===== src/rtl/fft_stage_sequencer.sv =====
// -----------------------------------------------------------------------------
// fft_stage_sequencer
//
// Control sequencer for an in-place radix-2 decimation-in-time FFT of
// N = 2^LOG2N points. It steps through the LOG2N stages and, within each
// stage, through the N/2 butterflies. For every butterfly it produces the
// sample-RAM address pair and the twiddle-ROM address. Between stages it waits
// BFLY_LAT cycles so that the butterfly pipeline can drain before the next
// stage reads results that the previous stage wrote back.
//
// Ports
//   i_clk         clock, rising edge
//   i_rst_n       asynchronous active-low reset
//   i_start       start request, honoured only while idle
//   i_stall       holds butterfly issue while running (ignored while draining)
//   i_abort       synchronous abort back to idle; beats every other request
//   o_busy        high while running or draining
//   o_issue       butterfly valid this cycle; qualifies the address outputs
//   o_stage       current stage index
//   o_bfly_idx    butterfly index within the stage, 0..N/2-1
//   o_addr_a      upper-leg sample address
//   o_addr_b      lower-leg sample address
//   o_tw_addr     twiddle ROM address
//   o_mux_sel     low two bits of the stage index for the datapath muxes
//   o_cycle_done  one-cycle pulse when a transform completes
//   o_frame_cnt   number of completed transforms, wraps 255 -> 0
// -----------------------------------------------------------------------------
module fft_stage_sequencer #(
    parameter int LOG2N    = 4,
    parameter int BFLY_LAT = 2,
    localparam int SW      = ($clog2(LOG2N) > 1) ? $clog2(LOG2N) : 1
) (
    input  logic             i_clk,
    input  logic             i_rst_n,
    input  logic             i_start,
    input  logic             i_stall,
    input  logic             i_abort,
    output logic             o_busy,
    output logic             o_issue,
    output logic [SW-1:0]    o_stage,
    output logic [LOG2N-2:0] o_bfly_idx,
    output logic [LOG2N-1:0] o_addr_a,
    output logic [LOG2N-1:0] o_addr_b,
    output logic [LOG2N-2:0] o_tw_addr,
    output logic [1:0]       o_mux_sel,
    output logic             o_cycle_done,
    output logic [7:0]       o_frame_cnt
);

    localparam int IW = LOG2N - 1;

    localparam logic [SW-1:0] LAST_STAGE = SW'(LOG2N - 1);
    localparam logic [IW-1:0] IDX_LAST   = '1;
    localparam logic [IW-1:0] IDX_ONE    = IW'(1);
    localparam logic [SW-1:0] STAGE_ONE  = SW'(1);
    localparam logic [3:0]    DRAIN_LAST = (BFLY_LAT == 0) ? 4'd0 : 4'(BFLY_LAT - 1);
    localparam logic [SW:0]   SH_ONE     = (SW+1)'(1);
    localparam logic [SW:0]   TW_TOP     = (SW+1)'(LOG2N - 1);

    typedef enum logic [1:0] {
        ST_IDLE  = 2'd0,
        ST_RUN   = 2'd1,
        ST_DRAIN = 2'd2,
        ST_DONE  = 2'd3
    } state_t;

    state_t          state_reg, state_next;
    logic [SW-1:0]   stage_reg, stage_next;
    logic [IW-1:0]   idx_reg,   idx_next;
    logic [3:0]      drain_reg, drain_next;
    logic [7:0]      frame_reg, frame_next;

    logic            issue_w;
    logic            last_stage_w;

    // Address arithmetic intermediates
    logic [LOG2N-1:0] idx_ext;
    logic [LOG2N-1:0] span_w;
    logic [LOG2N-1:0] pos_mask;
    logic [LOG2N-1:0] pos_w;
    logic [LOG2N-1:0] grp_w;
    logic [SW:0]      grp_sh;
    logic [SW:0]      tw_sh;
    logic [LOG2N-1:0] a_calc;
    logic [LOG2N-1:0] b_calc;
    logic [IW-1:0]    tw_calc;

    assign issue_w      = (state_reg == ST_RUN) && !i_stall;
    assign last_stage_w = (stage_reg == LAST_STAGE);

    // -------------------------------------------------------------------------
    // State register
    // -------------------------------------------------------------------------
    always_ff @(posedge i_clk or negedge i_rst_n) begin
        if (!i_rst_n) begin
            state_reg <= ST_IDLE;
        end else begin
            state_reg <= state_next;
        end
    end

    // Stage / butterfly / drain counters and the completed-frame counter
    always_ff @(posedge i_clk or negedge i_rst_n) begin
        if (!i_rst_n) begin
            stage_reg <= '0;
            idx_reg   <= '0;
            drain_reg <= '0;
            frame_reg <= '0;
        end else begin
            stage_reg <= stage_next;
            idx_reg   <= idx_next;
            drain_reg <= drain_next;
            frame_reg <= frame_next;
        end
    end

    // -------------------------------------------------------------------------
    // Next-state logic
    // -------------------------------------------------------------------------
    always_comb begin
        state_next = state_reg;
        stage_next = stage_reg;
        idx_next   = idx_reg;
        drain_next = drain_reg;
        frame_next = frame_reg;

        if (i_abort) begin
            // Abort drops everything except the completed-frame count.
            state_next = ST_IDLE;
            stage_next = '0;
            idx_next   = '0;
            drain_next = '0;
        end else begin
            case (state_reg)
                ST_IDLE: begin
                    if (i_start) begin
                        state_next = ST_RUN;
                        stage_next = '0;
                        idx_next   = '0;
                    end
                end

                ST_RUN: begin
                    if (issue_w) begin
                        if (idx_reg == IDX_LAST) begin
                            // idx is left on the last butterfly so the address
                            // outputs keep their final value while draining.
                            if (BFLY_LAT == 0) begin
                                if (last_stage_w) begin
                                    state_next = ST_DONE;
                                    frame_next = frame_reg + 8'd1;
                                end else begin
                                    stage_next = stage_reg + STAGE_ONE;
                                    idx_next   = '0;
                                end
                            end else begin
                                state_next = ST_DRAIN;
                                drain_next = '0;
                            end
                        end else begin
                            idx_next = idx_reg + IDX_ONE;
                        end
                    end
                end

                ST_DRAIN: begin
                    // Stall has no effect here: in-flight butterflies must
                    // complete regardless of issue back-pressure.
                    if (drain_reg == DRAIN_LAST) begin
                        drain_next = '0;
                        if (last_stage_w) begin
                            state_next = ST_DONE;
                            frame_next = frame_reg + 8'd1;
                        end else begin
                            state_next = ST_RUN;
                            stage_next = stage_reg + STAGE_ONE;
                            idx_next   = '0;
                        end
                    end else begin
                        drain_next = drain_reg + 4'd1;
                    end
                end

                ST_DONE: begin
                    // A start seen here is dropped; the next one is taken in idle.
                    state_next = ST_IDLE;
                    stage_next = '0;
                    idx_next   = '0;
                end

                default: begin
                    state_next = ST_IDLE;
                end
            endcase
        end
    end

    // -------------------------------------------------------------------------
    // Address generation from the registered stage and butterfly index.
    // With span = 2^s, the upper leg is the butterfly index with a zero bit
    // inserted at position s; the lower leg sets that bit. The twiddle index
    // is the position within the group scaled to the N/2-entry ROM.
    // -------------------------------------------------------------------------
    genvar gi;
    generate
        for (gi = 0; gi < LOG2N; gi++) begin : g_pos_mask
            // Bit gi belongs to the in-group position when gi < s.
            assign pos_mask[gi] = (SW'(gi) < stage_reg);
        end
    endgenerate

    always_comb begin
        idx_ext = {1'b0, idx_reg};
        span_w  = LOG2N'(1) << stage_reg;
        pos_w   = idx_ext & pos_mask;
        grp_w   = idx_ext >> stage_reg;
        // One bit wider than the stage index so s+1 never wraps.
        grp_sh  = {1'b0, stage_reg} + SH_ONE;
        tw_sh   = TW_TOP - {1'b0, stage_reg};
        a_calc  = (grp_w << grp_sh) | pos_w;
        b_calc  = a_calc + span_w;
        tw_calc = pos_w[IW-1:0] << tw_sh;
    end

    // -------------------------------------------------------------------------
    // Output logic
    // -------------------------------------------------------------------------
    always_comb begin
        o_busy       = (state_reg == ST_RUN) || (state_reg == ST_DRAIN);
        o_issue      = issue_w;
        o_cycle_done = (state_reg == ST_DONE);
        o_stage      = stage_reg;
        o_bfly_idx   = idx_reg;
        if (state_reg == ST_IDLE) begin
            // Idle presents a clean all-zero interface.
            o_addr_a  = '0;
            o_addr_b  = '0;
            o_tw_addr = '0;
        end else begin
            // Stage/idx only move on an issue, so the addresses hold while
            // stalled, draining or in the done cycle.
            o_addr_a  = a_calc;
            o_addr_b  = b_calc;
            o_tw_addr = tw_calc;
        end
    end

    generate
        if (SW == 1) begin : g_mux_narrow
            assign o_mux_sel = {1'b0, stage_reg};
        end else begin : g_mux_wide
            assign o_mux_sel = stage_reg[1:0];
        end
    endgenerate

    assign o_frame_cnt = frame_reg;

endmodule


===== config.mk =====
export PLATFORM = sky130hd
export DESIGN_NAME = fft_stage_sequencer
export DESIGN_NICKNAME = d
export VERILOG_FILES = /design/src/rtl/fft_stage_sequencer.sv
export SDC_FILE = /design/constraint.sdc
export NUM_CORES = 1
export LEC_CHECK = 0
export ABC_AREA = 1
export CAP_MARGIN = 15
export CELL_PAD_IN_SITES_DETAIL_PLACEMENT = 0
export CELL_PAD_IN_SITES_GLOBAL_PLACEMENT = 2
export CORE_ASPECT_RATIO = 0.75
export CORE_UTILIZATION = 25
export CTS_CLUSTER_DIAMETER = 100
export CTS_CLUSTER_SIZE = 24
export DETAILED_ROUTE_END_ITERATION = 8
export PLACE_DENSITY_LB_ADDON = 0.1
export SYNTH_ARGS = -nofsm -noshare
export SYNTH_HDL_FRONTEND = slang
export SYNTH_SLANG_ARGS = --single-unit

===== constraint.sdc =====
create_clock -name i_clk -period 2.5 [get_ports i_clk]
set_input_delay 0.5 -clock i_clk [delete_from_list [all_inputs] [get_ports i_clk]]
set_output_delay 0.5 -clock i_clk [all_outputs]
set_load 0.1 [all_outputs]

**Word level (Yosys, flattened, before mapping)**

Cells that the tools add are included.

- Register bits after elaboration: 19
- Bits of input ports: 5

- Magnitude comparators: 4
- Bitwise operators: 3
- Shift operators: 4
- Eq/ne operators: 12
- Multiplexer cells: 27
- Reduce and logical (&&, ||, !) cells: 11
- $add $sub $neg: 7

Operator list:

| cell | count |
|---|---|
| 4-bit 2-to-1 mux | 6 |
| 3-bit 2-to-1 mux | 7 |
| 2-bit 2-to-1 mux | 10 |
| 3-bit != test (second input constant) | 5 |
| 3-bit one-hot mux with 4 select lines | 1 |
| 4-bit AND reduction | 3 |
| 8-bit by 1-bit adder with 8-bit output (second input constant) | 1 |
| 2-bit one-hot mux with 4 select lines | 1 |
| 4-bit one-hot mux with 2 select lines | 1 |
| 2-bit equality test (second input constant) | 3 |
| 2-bit one-hot mux with 3 select lines | 1 |
| 5-bit AND reduction | 1 |
| 4-bit by 1-bit adder with 4-bit output (second input constant) | 1 |
| 4-bit adder | 1 |
| 3-bit by 4-bit bitwise AND with 4-bit output | 1 |
| 4-bit by 1-bit equality test with 1-bit output (second input constant) | 1 |
| 1-bit by 2-bit less-than comparator with 1-bit output (first input constant) | 2 |
| 2-bit less-than comparator (first input constant) | 2 |
| 4-bit bitwise OR | 1 |
| 4-bit nonzero test | 1 |
| 1-bit by 2-bit left shift with 4-bit output (first input constant) | 1 |
| 4-bit by 3-bit left shift with 4-bit output | 1 |
| 3-bit by 2-bit >> shifter with 4-bit output | 1 |
| 2-bit by 1-bit adder with 3-bit output (second input constant) | 1 |
| 14 further kinds | 14 |

**Logic depth before layout (Yosys ltp)**

- Word-level depth: 5
- Gate-level depth with buffers: 16
- Mapped depth without buffers: 15

**Worst setup path before layout**

Ideal clock, no wire load.

- Kind: reg2out
- From: register stage_reg[0] (netlist: o_mux_sel[0])
- To: output o_addr_a[3]
- Path buffers: 1
- Cell stages (with the launch flop): 6
- Path slack: -2.221 ns
- Arrival time: 4.221 ns
- Path through: dfrtp_1 -> buf_4 -> inv_4 -> ha_1 -> nand3b_1 -> a211oi_1

- Word-level cells in the longest chain between the ends: 4
- Elaborated cells between the ends (all ways): 7

Ends and longest elaborated chain:

| what | line | text |
|---|---|---|
| start, declared | 68 | `logic [SW-1:0] stage_reg, stage_next;` |
| start signal, assigned | 110 | `stage_reg <= stage_next;` |
| 2-bit by 1-bit adder with 3-bit output (tied with other cells) | 218 | `grp_sh = {1'b0, stage_reg} + SH_ONE;` |
| 4-bit by 3-bit left shift with 4-bit output / 3-bit by 4-bit bitwise AND with 4-bit output (equally long branches) | 220, 215 |  |
| 4-bit bitwise OR (*) | 220 | `a_calc = (grp_w << grp_sh) \| pos_w;` |
| 4-bit 2-to-1 mux (*) | 234 | `if (state_reg == ST_IDLE) begin` |
| end, declared | 42 | `output logic [LOG2N-1:0] o_addr_a,` |

Mark *: on every way between the ends. The rest lies on a longest branch, timed or not.

**Worst setup path in the final report**

- From: register stage_reg[0] (netlist: o_mux_sel[0])
- To: output o_addr_b[2]

- Word-level cells in the longest chain between the ends: 5
- Elaborated cells between the ends (all ways): 11

Ends and longest elaborated chain:

| what | line | text |
|---|---|---|
| 2-bit by 1-bit adder with 3-bit output (tied with other cells) | 218 |  |
| 4-bit by 3-bit left shift with 4-bit output / 3-bit by 4-bit bitwise AND with 4-bit output (equally long branches) | 220, 215 |  |
| 4-bit bitwise OR | 220 |  |
| 4-bit adder (*) | 221 | `b_calc = a_calc + span_w;` |
| 4-bit 2-to-1 mux (*) | 234 |  |
| end, declared | 43 | `output logic [LOG2N-1:0] o_addr_b,` |

Marked as above.

==> flow_metrics.tcl <==
set metrics [dict create \
    floorplan.die.height_um 70.0 \
    gp_congestion 0.753 \
    worst_hold_startpoint "o_frame_cnt[2]$_DFFE_PN0P_" \
    tritoncts.num_buffers 3 \
    rows 24 \
    worst-slew-pin-transition_ps 332 \
    yosys-top-cells-area "sky130_fd_sc_hd__dfrtp_1 31%, sky130_fd_sc_hd__ha_1 15%, sky130_fd_sc_hd__nand2_1 14%" \
    dpl.hpwl_um 3250 \
    io_pins 34 \
    cts.clk_slew.worst_paths_ps 80 \
    violations "setup timing" \
    cts_tree "built" \
    clockBufferDepth 2 \
    floorplan.initialDensity 0.262 \
    reg2regPathDepth 10 \
    worst-setup-path-type "register to primary output" \
    synthDominantAreaCellType "sky130_fd_sc_hd__dfrtp_1" \
    syn_to_final_growth_pct 60.8 \
    grt_first_pass_wirelength_um 6980 \
    final-hold-violation-count 0 \
    fmaxAchievable_mhz 349 \
    crit_fanout 4 \
    routed-via-count 1428 \
    gr-usage-all-layers 0.136 \
    worst-endpoint-required_ps 2000 \
    hold-path-endpoint "o_frame_cnt[2]$_DFFE_PN0P_" \
    most_frequently_used_flop_master_after_synthesis "sky130_fd_sc_hd__dfrtp_1" \
    outcome "complete, but fails checks" \
    via_per_inst 4.09 \
    worst_setup_path_end_kind "primary output" \
    layout.cells.non_filler 349 \
    antenna_found_initial 0 \
    drt-pass1-iter-count 4 \
    final_critical_path_setup_slack_ps -369 \
    rr_endpoint "drain_reg[3]$_DFFE_PN0P_" \
    die-area_sq_um 6480 \
    diodes 0 \
    pin_count_of_the_biggest_net_entering_global_routing 20 \
    synthDominantCellAreaShare 0.309 \
    setup_viol 3 \
    yosysSeqAreaShare 0.309 \
    peakVddDrop_mv 1.04 \
    netlist_area_sq_um 1540 \
    layout.nets 296 \
    number_of_flip_flops_under_the_largest_register_name 8 \
    hold_slack_ps 527 \
    hold_path_class "register to register" \
    route.antenna.remaining_nets 0 \
    rsz0062_at_grt "yes" \
    remaining_drc_errors 0 \
    fin_worst_skew_ps 3.66 \
    place_inst 341 \
    ys_seq_elements 19 \
    layout_commonest_cell "sky130_fd_sc_hd__nand2_1" \
    detailed_place.area_sq_um 2350 \
    clock-root-buffer "sky130_fd_sc_hd__clkbuf_8" \
    fp.dieW_um 92.6 \
    synth-edff-count 0 \
    rr_startpoint "state_reg[1]$_DFFE_PN0P_" \
    synth_warnings 0 \
    coreArea_sq_um 5890 \
    ys_async_sr_fraction 1.00 \
    clock_insertion_delay_worst_skew_ps 250 \
    finalCritPeriodShare 1.15 \
    report.final.slew_viol_count 0 \
    dpl_worst_slack_ps -163 \
    sinks_on_the_clock_net 19 \
    worstSetupStartpointType "register" \
    first_global_vias 1450 \
    drive_above_1_share 0.424 \
    p_per_area_nw_per_um2 901 \
    synthCells 208 \
    drc_violation_total_after_the_first_tritonroute_iteration 58 \
    holdBufCountCts 0 \
    postRouteWirelength_um 4060 \
    stdcell_area_sq_um 2480 \
    period_minus_ws_final_ps 2870 \
    h_tree_level_count 1 \
    p_leak_nw 1.23 \
    maxSlewHeadroom 0.778 \
    setup.reg_to_reg.worst_slack_ps 770 \
    timing.max_cap.violations 0 \
    layout.cells.most_common_list "55 x sky130_fd_sc_hd__nand2_1, 44 x sky130_fd_sc_hd__buf_4, 18 x sky130_fd_sc_hd__inv_1" \
    fillerInstances 610 \
    grt_remaining_overflow 0 \
    port_buf_inserts 33 \
    critPathLaunch "o_mux_sel[0]$_DFFE_PN0P_" \
    design_power_total_w 0.00223 \
    synthDistinctLibCells 29 \
    syn-mean-instance-area_sq_um 7.40 \
    synth.net_count 232 \
    worst_hold_path.num_cells 1 \
    detail_route.wl_per_cell_um 11.6 \
    timing.critical_path.arrival_ps 2370 \
]
## per-stage QoR
step,utilization,TNS (ps)
final,0.421,-1030
after global routing,0.421,-1440
after CTS,0.418,-1480
after detailed placement,0.400,-416
after global placement,0.400,-280
after floorplan,-,-2580
## layout make-up
type	instances	area [sq um]	area share
tap	78	97.6	0.0394
sequential	19	487	0.197
timing repair buffer	63	652	0.263
multi-input combinational	150	1050	0.425
clock buffer	4	45.0	0.0182
inverter	35	141	0.0571
## routing by layer
metal	up-vias	global-route usage	wire [um]
met2	23	0.200	1600
met3	2	0.0305	122
met5	-	0	0
met1	621	0.210	2330
met4	0	0.00513	10
li1	782	-	-
## cells in the mapped netlist, types with 4 or more instances
library cell / n
sky130_fd_sc_hd__nand2_2: 5
sky130_fd_sc_hd__nor2_1: 15
sky130_fd_sc_hd__o21ai_0: 4
sky130_fd_sc_hd__inv_1: 21
sky130_fd_sc_hd__inv_2: 12
sky130_fd_sc_hd__dfrtp_1: 19
sky130_fd_sc_hd__nor3_1: 4
sky130_fd_sc_hd__a21oi_1: 9
sky130_fd_sc_hd__ha_1: 18
sky130_fd_sc_hd__xor2_1: 5
sky130_fd_sc_hd__nand3_1: 6
sky130_fd_sc_hd__o21ai_1: 7
sky130_fd_sc_hd__nand2_1: 58
## worst max-delay path by stage
stage | to | cells after the start
finish | o_addr_b[2] | 11
global placement | o_addr_b[3] | 15
floorplan | o_addr_b[2] | 10
detailed placement | o_addr_b[3] | 15
global route | o_addr_b[2] | 12
CTS | o_addr_b[2] | 12
## power by group
group	total [W]	internal [W]	leakage [nW]	switching (W)
clock	0.000221	0.000113	0.0228	0.000107
sequential	0.000392	0.000350	0.248	0.0000427
combinational	0.00162	0.000525	0.958	0.00109
## critical path, stage by stage, from the launching register on
cell and delay (ps):
sky130_fd_sc_hd__dfrtp_4 530, sky130_fd_sc_hd__inv_8 80, sky130_fd_sc_hd__ha_4 200, sky130_fd_sc_hd__nor2_4 80, sky130_fd_sc_hd__nand4_1 110, sky130_fd_sc_hd__nand2_1 90, sky130_fd_sc_hd__ha_2 190, sky130_fd_sc_hd__inv_2 40
sky130_fd_sc_hd__fa_2 350, sky130_fd_sc_hd__buf_6 130, sky130_fd_sc_hd__a21oi_4 130, sky130_fd_sc_hd__buf_12 190
## kinds of logic after synthesis
logic type | share of synthesized area
adders and majority gates | 0.159
xor gates and xnor gates | 0.0398
DFF | 0.309
and+or+nand+nor | 0.301
buffers and inverters | 0.106
AOI/OAI and AO/OA | 0.0845
## repair_timing
item	4_1_cts	5_1_grt
gates resized for setup	9	7
buffers inserted	6	4
endpoints found under the setup margin	5	6
pin swaps	3	6
Power figures use the tool's default switching activity.
